## src/rtl/slots_round_ctrl.sv

```systemverilog
// rtl/slots_round_ctrl.sv - slots round sequencer: key edge detect, three reels, result and credits
// Define SLOTS_PAIR_PAY_EN to pay +2 credits when exactly two reels match.
module slots_round_ctrl #(
  parameter int SYM_W         = 5,
  parameter int NUM_SYMBOLS   = 8,
  parameter int WIN_SYMBOL    = 7,
  parameter int START_CREDITS = 10,
  parameter int JACKPOT       = 20
) (
  input  logic             clk,
  input  logic             resetn,
  input  logic             spin_en,
  input  logic             key_start,
  input  logic             key_1,
  input  logic             key_2,
  input  logic             key_3,
  output logic [SYM_W-1:0] reel1,
  output logic [SYM_W-1:0] reel2,
  output logic [SYM_W-1:0] reel3,
  output logic [4:0]       leds,
  output logic [7:0]       credits,
  output logic [2:0]       state_out,
  output logic             no_credit
);

  localparam logic [2:0] ST_IDLE  = 3'd0;
  localparam logic [2:0] ST_SPIN1 = 3'd1;
  localparam logic [2:0] ST_SPIN2 = 3'd2;
  localparam logic [2:0] ST_SPIN3 = 3'd3;
  localparam logic [2:0] ST_EVAL  = 3'd4;
  localparam logic [2:0] ST_WIN   = 3'd5;
  localparam logic [2:0] ST_LOSE  = 3'd6;

  localparam logic [SYM_W:0]   NSYM    = (SYM_W+1)'(NUM_SYMBOLS);
  localparam logic [SYM_W:0]   INC1    = (SYM_W+1)'(1);
  localparam logic [SYM_W:0]   INC3    = (SYM_W+1)'(3);
  localparam logic [SYM_W:0]   INC5    = (SYM_W+1)'(5);
  localparam logic [SYM_W-1:0] WIN_SYM = SYM_W'(WIN_SYMBOL);
  localparam logic [7:0]       CR_INIT = 8'(START_CREDITS);
  localparam logic [7:0]       CR_JACK = 8'(JACKPOT);

  // Wrap with one conditional subtract so a reel never shows an out-of-range symbol.
  function automatic logic [SYM_W-1:0] reel_step(input logic [SYM_W-1:0] v,
                                                 input logic [SYM_W:0]   inc);
    logic [SYM_W:0] s;
    s = {1'b0, v} + inc;
    if (s >= NSYM) s = s - NSYM;
    return s[SYM_W-1:0];
  endfunction

  function automatic logic [7:0] sat_add(input logic [7:0] a, input logic [7:0] b);
    logic [8:0] s;
    s = {1'b0, a} + {1'b0, b};
    return s[8] ? 8'hFF : s[7:0];
  endfunction

  // Key bit order: [0]=start, [1]=stop reel1, [2]=stop reel2, [3]=stop reel3 / acknowledge.
  logic [3:0] key_raw, press;
  logic [3:0] sync1_q, sync1_d, sync2_q, sync2_d, prev_q, prev_d;
  logic [2:0] state_q, state_d;
  logic [7:0] credits_q, credits_d;
  logic [SYM_W-1:0] reel1_q, reel1_d, reel2_q, reel2_d, reel3_q, reel3_d;
  logic step1, step2, step3, all_win;
`ifdef SLOTS_PAIR_PAY_EN
  logic pair_q, pair_d, pair_hit;
`endif

  assign key_raw = {key_3, key_2, key_1, key_start};

  always_comb begin
    sync1_d = key_raw;
    sync2_d = sync1_q;
    prev_d  = sync2_q;
    press   = prev_q & ~sync2_q;
  end

  // A stop press on the same cycle as spin_en keeps the reel at its pre-step value.
  always_comb begin
    step1   = spin_en && (state_q == ST_SPIN1) && !press[1];
    step2   = spin_en && ((state_q == ST_SPIN1) || ((state_q == ST_SPIN2) && !press[2]));
    step3   = spin_en && ((state_q == ST_SPIN1) || (state_q == ST_SPIN2) ||
                          ((state_q == ST_SPIN3) && !press[3]));
    reel1_d = step1 ? reel_step(reel1_q, INC1) : reel1_q;
    reel2_d = step2 ? reel_step(reel2_q, INC3) : reel2_q;
    reel3_d = step3 ? reel_step(reel3_q, INC5) : reel3_q;
  end

  always_comb begin
    all_win   = (reel1_q == WIN_SYM) && (reel2_q == WIN_SYM) && (reel3_q == WIN_SYM);
    state_d   = state_q;
    credits_d = credits_q;
`ifdef SLOTS_PAIR_PAY_EN
    pair_hit  = ((reel1_q == reel2_q) || (reel2_q == reel3_q) || (reel1_q == reel3_q)) &&
                !((reel1_q == reel2_q) && (reel2_q == reel3_q));
    pair_d    = pair_q;
`endif
    case (state_q)
      ST_IDLE:  if (press[0] && (credits_q != 8'd0)) begin
                  credits_d = credits_q - 8'd1;
                  state_d   = ST_SPIN1;
                end
      ST_SPIN1: if (press[1]) state_d = ST_SPIN2;
      ST_SPIN2: if (press[2]) state_d = ST_SPIN3;
      ST_SPIN3: if (press[3]) state_d = ST_EVAL;
      ST_EVAL: begin
`ifdef SLOTS_PAIR_PAY_EN
        pair_d = 1'b0;
`endif
        if (all_win) begin
          credits_d = sat_add(credits_q, CR_JACK);
          state_d   = ST_WIN;
        end
`ifdef SLOTS_PAIR_PAY_EN
        else if (pair_hit) begin
          credits_d = sat_add(credits_q, 8'd2);
          pair_d    = 1'b1;
          state_d   = ST_WIN;
        end
`endif
        else begin
          state_d = ST_LOSE;
        end
      end
      ST_WIN, ST_LOSE: if (press[3]) state_d = ST_IDLE;
      default: state_d = ST_IDLE;
    endcase
  end

  always_ff @(posedge clk or negedge resetn) begin
    if (!resetn) begin
      sync1_q   <= 4'hF;
      sync2_q   <= 4'hF;
      prev_q    <= 4'hF;
      state_q   <= ST_IDLE;
      credits_q <= CR_INIT;
      reel1_q   <= '0;
      reel2_q   <= '0;
      reel3_q   <= '0;
`ifdef SLOTS_PAIR_PAY_EN
      pair_q    <= 1'b0;
`endif
    end else begin
      sync1_q   <= sync1_d;
      sync2_q   <= sync2_d;
      prev_q    <= prev_d;
      state_q   <= state_d;
      credits_q <= credits_d;
      reel1_q   <= reel1_d;
      reel2_q   <= reel2_d;
      reel3_q   <= reel3_d;
`ifdef SLOTS_PAIR_PAY_EN
      pair_q    <= pair_d;
`endif
    end
  end

  always_comb begin
    case (state_q)
      ST_SPIN1: leds = 5'b00111;
      ST_SPIN2: leds = 5'b00011;
      ST_SPIN3: leds = 5'b00001;
`ifdef SLOTS_PAIR_PAY_EN
      ST_WIN:   leds = pair_q ? 5'b01110 : 5'b11111;
`else
      ST_WIN:   leds = 5'b11111;
`endif
      ST_LOSE:  leds = 5'b10101;
      default:  leds = 5'b00000;
    endcase
  end

  assign reel1     = reel1_q;
  assign reel2     = reel2_q;
  assign reel3     = reel3_q;
  assign credits   = credits_q;
  assign state_out = state_q;
  assign no_credit = (state_q == ST_IDLE) && (credits_q == 8'd0);

endmodule

```

## config.mk

```make
export PLATFORM = sky130hd
export DESIGN_NAME = slots_round_ctrl
export DESIGN_NICKNAME = d
export VERILOG_FILES = /design/src/rtl/slots_round_ctrl.sv
export SDC_FILE = /design/constraint.sdc
export NUM_CORES = 1
export LEC_CHECK = 0
export ABC_AREA = 1
export CAP_MARGIN = 5
export CORE_MARGIN = 3
export CORE_UTILIZATION = 53
export DETAILED_ROUTE_END_ITERATION = 7
export PLACE_DENSITY_LB_ADDON = 0.12
export SETUP_SLACK_MARGIN = 0.15
export SLEW_MARGIN = 20
export SYNTH_ARGS = -nofsm -noshare
export SYNTH_HDL_FRONTEND = slang
export SYNTH_SLANG_ARGS = --single-unit
```

## constraint.sdc

```tcl
create_clock -name clk -period 2.4 [get_ports clk]
set_clock_uncertainty 0.15 [all_clocks]
set_input_delay 0.48 -clock clk [delete_from_list [all_inputs] [get_ports clk]]
set_output_delay 0.48 -clock clk [all_outputs]
set_load 0.03 [all_outputs]
```

### After elaboration in Yosys (flattened, before gate mapping)

Cells that the tools add are included.

* register bits after elaboration: 38
* bits in latches: 0
* RAM bits: 0
* memory bits (read-only): 0
* bits of input ports: 7
* output and inout bits: 32
* word-level logic and storage cells: 74
* memories kept: 0

* add/sub/neg operators: 8
* $mul: 0
* divide/modulo/power cells: 0
* order comparisons: 3
* equality and inequality tests: 15
* shift operators: 0
* multiplexer cells: 15
* bitwise gates (word level): 2
* reductions and logical operators: 23

Operators by type and width (number)
* 5-bit case mux with 5 select lines: 1
* 8-bit two-way mux: 3
* 6-bit by 4-bit >= comparator with 1-bit output (second input constant): 3
* 3-bit case mux with 6 select lines: 1
* 8-bit case mux with 2 select lines: 1
* 5-bit by 3-bit == test with 1-bit output (second input constant): 3
* 3-bit two-way mux: 5
* 5-bit two-way mux: 3
* 5-bit by 4-bit subtractor with 5-bit output (second input constant): 3
* 2-bit inequality test (second input constant): 6
* 1-bit logical AND: 10
* 8-bit by 5-bit adder with 9-bit output (second input constant): 1
* 3-bit == test (second input constant): 3
* 8-bit logical NOT: 1
* 8-bit nonzero test: 1
* 8-bit by 1-bit subtractor with 8-bit output (second input constant): 1
* 5-bit by 1-bit adder with 6-bit output (second input constant): 1
* 5-bit by 2-bit adder with 6-bit output (second input constant): 1
* 5-bit by 3-bit adder with 6-bit output (second input constant): 1
* 3-bit by 2-bit == test with 1-bit output (second input constant): 2
* 5-bit AND reduction: 1
* 4-bit AND: 1
* 4-bit inverter: 1
* 3-bit by 1-bit == test with 1-bit output (second input constant): 1
* other kinds (7): 11

### Logic depth before layout (Yosys ltp)

Gate-level depths: netlist (run 1).

* depth after elaboration: 6
* depth in mapped cells: 11
* mapped depth without buffers: 11

### Least setup slack after synthesis (run 1)

Ideal clock, no wire load.

* path kind: reg-to-output
* start: register state_q[0], in the netlist state_out[0]
* end: output leds[0]
* data arrival time: 1.722 ns
* data required time: 1.770 ns
* slack: 0.048 ns
* stages on the path, launching flop included: 6
* path buffers: 0
* path through: dfrtp_1 > inv_1 > nand2_1 > a21oi_1 > inv_1 > nand3_1

* word-level cells in the longest chain between the ends: 2
* elaborated cells on any way between the ends: 6
* classes of those cells: eq/ne: 5; mux: 1

Ends and longest elaborated chain
* start, declared: RTL line 60 `logic [2:0] state_q, state_d;`
* start signal, assigned: RTL line 146 `state_q <= state_d;`
* 3-bit == test, or another cell as far along: RTL line 158 `case (state_q)`
* 5-bit case mux with 5 select lines *: RTL line 158
* end, declared: RTL line 20 `output logic [4:0] leds,`

Mark *: on every way between the ends. The rest lies on a longest branch, timed or not.

### Final worst setup path (run 1)

* start: register credits_q[1], in the netlist credits[1]
* end: output credits[1]

RTL lines
* start, declared: RTL line 61 `logic [7:0] credits_q, credits_d;`
* start signal, assigned: RTL line 147 `credits_q <= credits_d;`
* end, declared: RTL line 21 `output logic [7:0] credits,`

No word-level cell between the ends.

==> results.txt, run 1 <==
Max Buffers Root-to-Sink - 2
CP Max Fanout - 3
fin util - 71.8%
FFs w/ async S/R, synth - 100%
drt total wl - 4.90 mm
Synth Warn # - 0
H-tree levels - 2
FF-to-FF path depth - 9
Rows - 22
Setup WS post-layout - 0.267 ns
Avg Vias per Cell - 5.17
First-pass DRT Iterations - 4
FF+latch count, synth - 38
routed len/inst - 12.3 um
final worst path period share - 88.9%
Critical Path Stages - 1
maximum vdd drop - 0.000541 V
largest net degree at the start of global routing - 19
cts bufs inserted - 5
Post-Syn Nets - 314
Die W - 70.6 um
root buf cell - clkbuf_8
Worst-Skew Late Latency - 0.29 ns
WP data arrival - 1.50 ns
DRC - 0
crit start category - flop
CTS tree - yes
worst r2r src - credits[3]
area leader, netlist - dfrtp_1
Core Area - 3850 um^2
slowest stage delay, CP - 0.68 ns
Buf+Inv Stages, Crit Path - 1
via count - 2059
Layout Area Growth over Synthesis - 25.0%
ANT cells - 0
WS Path Type - flop to output pin
R2R setup slack - 0.41 ns
power density over the cells - 411 nW/um^2
RR Endpoint - credits[0]
post-synthesis cell type count - 27
Crit path required time - 1.77 ns
CP Cell Sequence - clkdlybuf4s50_1
predominant post-synthesis flop cell - dfrtp_1
CTS clk-pin slew, worst paths - 0.07 ns
average cell area after synthesis - 7.43 um^2
vias in the first global route - 2000
P_leak - 1.43 nW
setup TNS - 0 ns
IO buf count - 38
die area - 4990 um^2
hold depth - 0
most common cell in the netlist - nand2_1
share of the synthesized area in the top cell type - 27.1%
CTS Sinks - 38
Achievable Freq - 0.469 GHz
CP max-delay cell - clkdlybuf4s50_1
min-delay src - sync1_q[3]
cell area after synthesis - 2210 um^2
crit end category - output pin
grt total ovfl - 0
I/O pin count - 39
Worst-Margin Slew - 0.335 ns
post-route minimum period - 2.13 ns
Top delay family on crit path - buffers and inverters
Hold WC Path Type - flop to flop
commonest cells in the netlist - nand2_1 (95), inv_1 (40), nor2_1 (26), dfrtp_1 (24), nand3_1 (23)
global-route usage over all layers - 21.9%
Max Cap Viol - 0
Starting DRT DRC Count - 120
gate count of the mapped netlist - 298
status - complete, no violations
unrepaired setup endpoints after global routing - no
final hold violation count - 0
HPWL after detailed placement - 3.73 mm
Hold Path End - prev_d[3]
number of nets in the layout - 365
initial antenna violation count - 0
pre-CTS WS - 0.132 ns
initial core utilization - 57.4%
synth top area cells - dfrtp_1 (27%), dfstp_2 (17%), nand2_1 (16%)
hold_ws - 0.200 ns
Die Y - 70.6 um
Final ANT Viol Nets - 0
final setup vio count - 0
layout cells sized above 1 - 14.0%
Slew Limit Fails - 0
Placer Congestion - 0.858
global-route wire length before repair - 8.83 mm
relative slew slack - 77.6%
# fillers - 335
Post-synth EDFFs - 0
post-synthesis sequential area ratio - 43.8%
==> how the worst max path moves through the flow <==
stage | startpoint | endpoint | slack [ns]
floorplan | state_out[0] | leds[0] | 0.28
global placement | credits[2] | no_credit | 0.15
detailed placement | credits[2] | no_credit | 0.13
CTS | credits[2] | no_credit | 0.1
global route | credits[2] | no_credit | 0.17
finish | credits[1] | credits[1] | 0.27
==> metal layers <==
layer | global-route usage (%) | vias up | share of wire (%)
met5 | 0 | - | 0
met4 | 7.10 | 0 | 1.6
met3 | 4.97 | 6 | 6.1
met2 | 36.9 | 67 | 49
met1 | 28.0 | 943 | 44
li1 | - | 1043 | -
==> metrics by stage <==
step	power [W]	area, um^2	instances
after floorplan	0.000675	2220	298
after global placement	0.000701	2690	389
after detailed placement	0.000702	2690	389
after CTS	0.00115	2790	398
after global routing	0.00120	2770	398
final	0.00114	2770	398
==> placed cells by master (no fill, tap or decap), types with 2 or more instances in the layout <==
cell type	n
buf_4	8
o21ai_0	17
nand3_1	23
nand3_2	2
nand2_1	95
clkbuf_2	3
xor2_1	5
nor2_1	26
ha_1	9
o21ai_1	6
buf_2	3
nand3b_1	2
dfstp_2	14
inv_1	40
inv_2	4
nand4_1	8
nand2_2	3
dlygate4sd2_1	2
dfrtp_1	24
clkbuf_8	6
a21oi_1	4
xnor2_1	4
clkdlybuf4s50_1	30
==> worst reg2reg max path: stages, from the launching register on <==
cell	delay, ns
dfstp_2	0.53
buf_4	0.13
ha_1	0.16
inv_1	0.04
nand2_1	0.11
nand4_1	0.29
o21ai_2	0.27
nand2_1	0.09
nand2_1	0.07
nand2_1	0.04
==> timing repair <==
| action | 4_1_cts | 5_1_grt |
|---|---|---|
| setup buffers | 0 | 0 |
| hold buffers | 1 | 0 |
| gates resized for setup | 11 | 11 |
| setup endpoints to repair | 7 | 5 |
| hold endpoints to repair | 7 | 0 |
==> layout make-up <==
class	instances	area [um^2]	area share, %
inverters	44	165	5.97
clock buffers	7	86.3	3.12
flip-flops and latches	38	968	35.0
repair buffers	47	418	15.1
well taps	48	60.1	2.17
multi-input cells	213	1060	38.5
clock inverters	1	5.00	0.181
==> report_power, final <==
part,switching (W),internal (W)
combinational,0.0000168,0.0000117
clock,0.000216,0.000232
sequential,0.00000358,0.000659
==> registers in the layout, summed over array words and instances, names as in the netlist <==
name / count
prev_d: 4
sync1_q: 4
prev_q: 4
reel2: 5
reel1: 5
credits: 8
reel3: 5
state_out: 3
==> cell families after synthesis <==
| family | share of synthesized area, % |
|---|---|
| compound gates | 7.35 |
| xor+xnor | 3.56 |
| fa+ha+maj | 5.09 |
| buf+inv | 8.54 |
| flops | 43.8 |
| simple gates | 31.7 |
Power figures use the tool's default switching activity.
==> run 2, diff against run 1 <==
--- a/config.mk
+++ b/config.mk
@@ -7,6 +7,7 @@
 export LEC_CHECK = 0
 export ABC_AREA = 1
 export CAP_MARGIN = 5
+export CORE_ASPECT_RATIO = 1.2
 export CORE_MARGIN = 3
 export CORE_UTILIZATION = 53
 export DETAILED_ROUTE_END_ITERATION = 7
==> run 2 against run 1 <==
  * Non-clock buffer count down 2
  * Register-to-register slack worse by 0.04 ns
  * Count of clock-buffer cells in the layout down 2
  * Routed wire length down 4.0%
  * Critical path type unchanged
  * Critical endpoint is now no_credit
  * Highest routed layer unchanged
==> results.txt, run 2 (synthesis gave the netlist of run 1 again) <==
global routing usage on met3 - 4.39% (was 4.97%)
Slew Limit Fails - 0 (unchanged)
relative slew slack - 44.0% (was 77.6%)
Max Buffers Root-to-Sink - 2 (unchanged)
number of nets in the layout - 363 (was 365)
initial core utilization - 55.7% (was 57.4%)
P_leak - 1.44 nW (was 1.43 nW)
cts bufs inserted - 5 (unchanged)
final hold violation count - 0 (unchanged)
fin cells - 402 (was 398)
I/O pin count - 39 (unchanged)
CP Cell Sequence - inv_1 > ha_1 > nand4_1 > nor3_2 > clkbuf_2 (was clkdlybuf4s50_1)
CP Max Fanout - 4 (was 3)
met2 GRT Util - 36.3% (was 36.9%)
layout cells sized above 1 - 14.1% (was 14.0%)
drt total wl - 4.70 mm (was 4.90 mm)
Starting DRT DRC Count - 69 (was 120)
dpl cells - 394 (was 389)
global-route usage over all layers - 21.2% (was 21.9%)
unrepaired setup endpoints after global routing - yes (was no)
area of the multi-input gates - 1060 um^2 (unchanged)
slowest stage delay, CP - 0.38 ns (was 0.68 ns)
routed len/inst - 11.7 um (was 12.3 um)
Worst-Margin Slew - 0.841 ns (was 0.335 ns)
Die Y - 76.8 um (was 70.6 um)
global-route wire length before repair - 8.40 mm (was 8.83 mm)
Placer Congestion - 0.846 (was 0.858)
final setup vio count - 0 (unchanged)
Final ANT Viol Nets - 0 (unchanged)
CP max-delay cell - dfrtp_1 (was clkdlybuf4s50_1)
gr busiest metal - met2 (unchanged)
CTS tree - yes (unchanged)
root buf cell - clkbuf_8 (unchanged)
crit start category - flop (unchanged)
CTS clk-pin slew, worst paths - 0.08 ns (was 0.07 ns)
Buf+Inv Stages, Crit Path - 2 (was 1)
H-tree levels - 2 (unchanged)
maximum vdd drop - 0.000389 V (was 0.000541 V)
vias in the first global route - 1937 (was 2000)
initial antenna violation count - 0 (unchanged)
Avg Vias per Cell - 5.03 (was 5.17)
Worst-Skew Late Latency - 0.30 ns (was 0.29 ns)
Hold WC Path Type - primary input to async pin (was flop to flop)
CTS Sinks - 38 (unchanged)
HPWL after detailed placement - 3.52 mm (was 3.73 mm)
WS Path Type - flop to output pin (unchanged)
die area - 4990 um^2 (about the same)
status - complete, no violations (unchanged)
power density over the cells - 411 nW/um^2 (about the same)
commonest non-fill, non-tap cell in the layout - nand2_1 (unchanged)
via count - 2022 (was 2059)
First-pass DRT Iterations - 4 (unchanged)
placed instance area - 2690 um^2 (unchanged)
max reg flops - 8 (unchanged)
Storage cell area - 968 um^2 (unchanged)
# fillers - 358 (was 335)
grt total ovfl - 0 (unchanged)
DRC - 0 (unchanged)
setup TNS - 0 ns (unchanged)
ANT cells - 0 (unchanged)
Final Power - 0.00113 W (was 0.00114 W)
crit end category - output pin (unchanged)
Max Cap Viol - 0 (unchanged)
Die W - 65.0 um (was 70.6 um)
IO buf count - 38 (unchanged)
post-route minimum period - 2.18 ns (was 2.13 ns)
final worst path period share - 90.8% (was 88.9%)
Achievable Freq - 0.459 GHz (was 0.469 GHz)
Top delay family on crit path - flip-flops (was buffers and inverters)
met1 usage - 25.5% (was 28.0%)
largest net degree at the start of global routing - 39 (was 19)
Design Area, Final - 2760 um^2 (was 2770 um^2)
Rows - 25 (was 22)
Crit path required time - 1.77 ns (about the same)
WP data arrival - 1.55 ns (was 1.50 ns)
Core Area - 3970 um^2 (was 3850 um^2)
most frequent cells in the layout - nand2_1 (95), inv_1 (40), clkdlybuf4s50_1 (29) (was nand2_1 (95), inv_1 (40), clkdlybuf4s50_1 (30))
Layout Area Growth over Synthesis - 24.7% (was 25.0%)
==> run 2: cell types whose count changed in the layout (fill, tap and decap cells not counted) <==
cell | before | now
clkinv_4 | 0 | 1
dlygate4sd3_1 | 1 | 0
dlymetal6s2s_1 | 0 | 1
clkdlybuf4s50_1 | 30 | 29
buf_2 | 3 | 2
clkbuf_8 | 6 | 5
buf_4 | 8 | 7
clkbuf_1 | 1 | 0
inv_4 | 0 | 1
clkbuf_4 | 0 | 1
==> run 2: area by class of cell <==
class | instances | area share, %
Multi-Input combinational cell | 213 | 38.6
Sequential cell | 38 | 35.1
Timing Repair Buffer | 45 | 14.7
Inverter | 44 | 5.98
Clock buffer | 5 | 2.49
Tap cell | 54 | 2.45
Clock inverter | 3 | 0.725
==> run 2: metrics by stage <==
step	util, %	setup slack (ns)	hold slack (ns)
after floorplan	-	0.277	0.0344
after global placement	67.8	0.163	0.195
after detailed placement	67.8	0.110	0.201
after CTS	70.0	0.0590	0.160
after global routing	69.5	0.121	0.185
final	69.5	0.222	0.133
==> run 2: path summary, 6_finish.rpt <==
path / startpoint / endpoint / slack [ns] / depth (start not counted)
setup reg to reg: credits[3] / credits[0] / 0.37 / 9
hold / removal: resetn / credits[4] / 0.13 / 1
hold reg to reg: sync1_q[1] / prev_d[1] / 0.21 / 0
max in group asynchronous: resetn / reel2[1] / 1.44 / 1
setup / recovery: credits[2] / no_credit / 0.22 / 5
min in group clk: sync1_q[1] / prev_d[1] / 0.21 / 0
==> run 2: timing repair <==
item,in CTS,in global routing
endpoints found under the setup margin,7,6
gates resized for setup,11,13
setup buffers,0,0
hold buffers,0,0
==> run 2: per-layer routing <==
metal	share of wire [%]	wire length, um
met1	44	2050
met2	51	2390
met3	3.7	175
met4	1.8	85
met5	0	0
==> run 2: report_power, final <==
group / leakage (nW) / internal, W / switching [W]
Combinational: 0.937 / 0.00000852 / 0.0000155
Sequential: 0.451 / 0.000658 / 0.00000382
Clock: 0.0484 / 0.000205 / 0.000242
Total: 1.44 / 0.000872 / 0.000262
==> run 2: worst reg2reg max path, cell delays in order, from the launching register on <==
cell     delay [ns]
dfstp_2        0.53
buf_4          0.13
ha_1           0.16
inv_1          0.04
nand2_1        0.14
nand4_1        0.30
o21ai_2        0.27
nand2_1        0.10
nand2_1        0.07
nand2_1        0.04
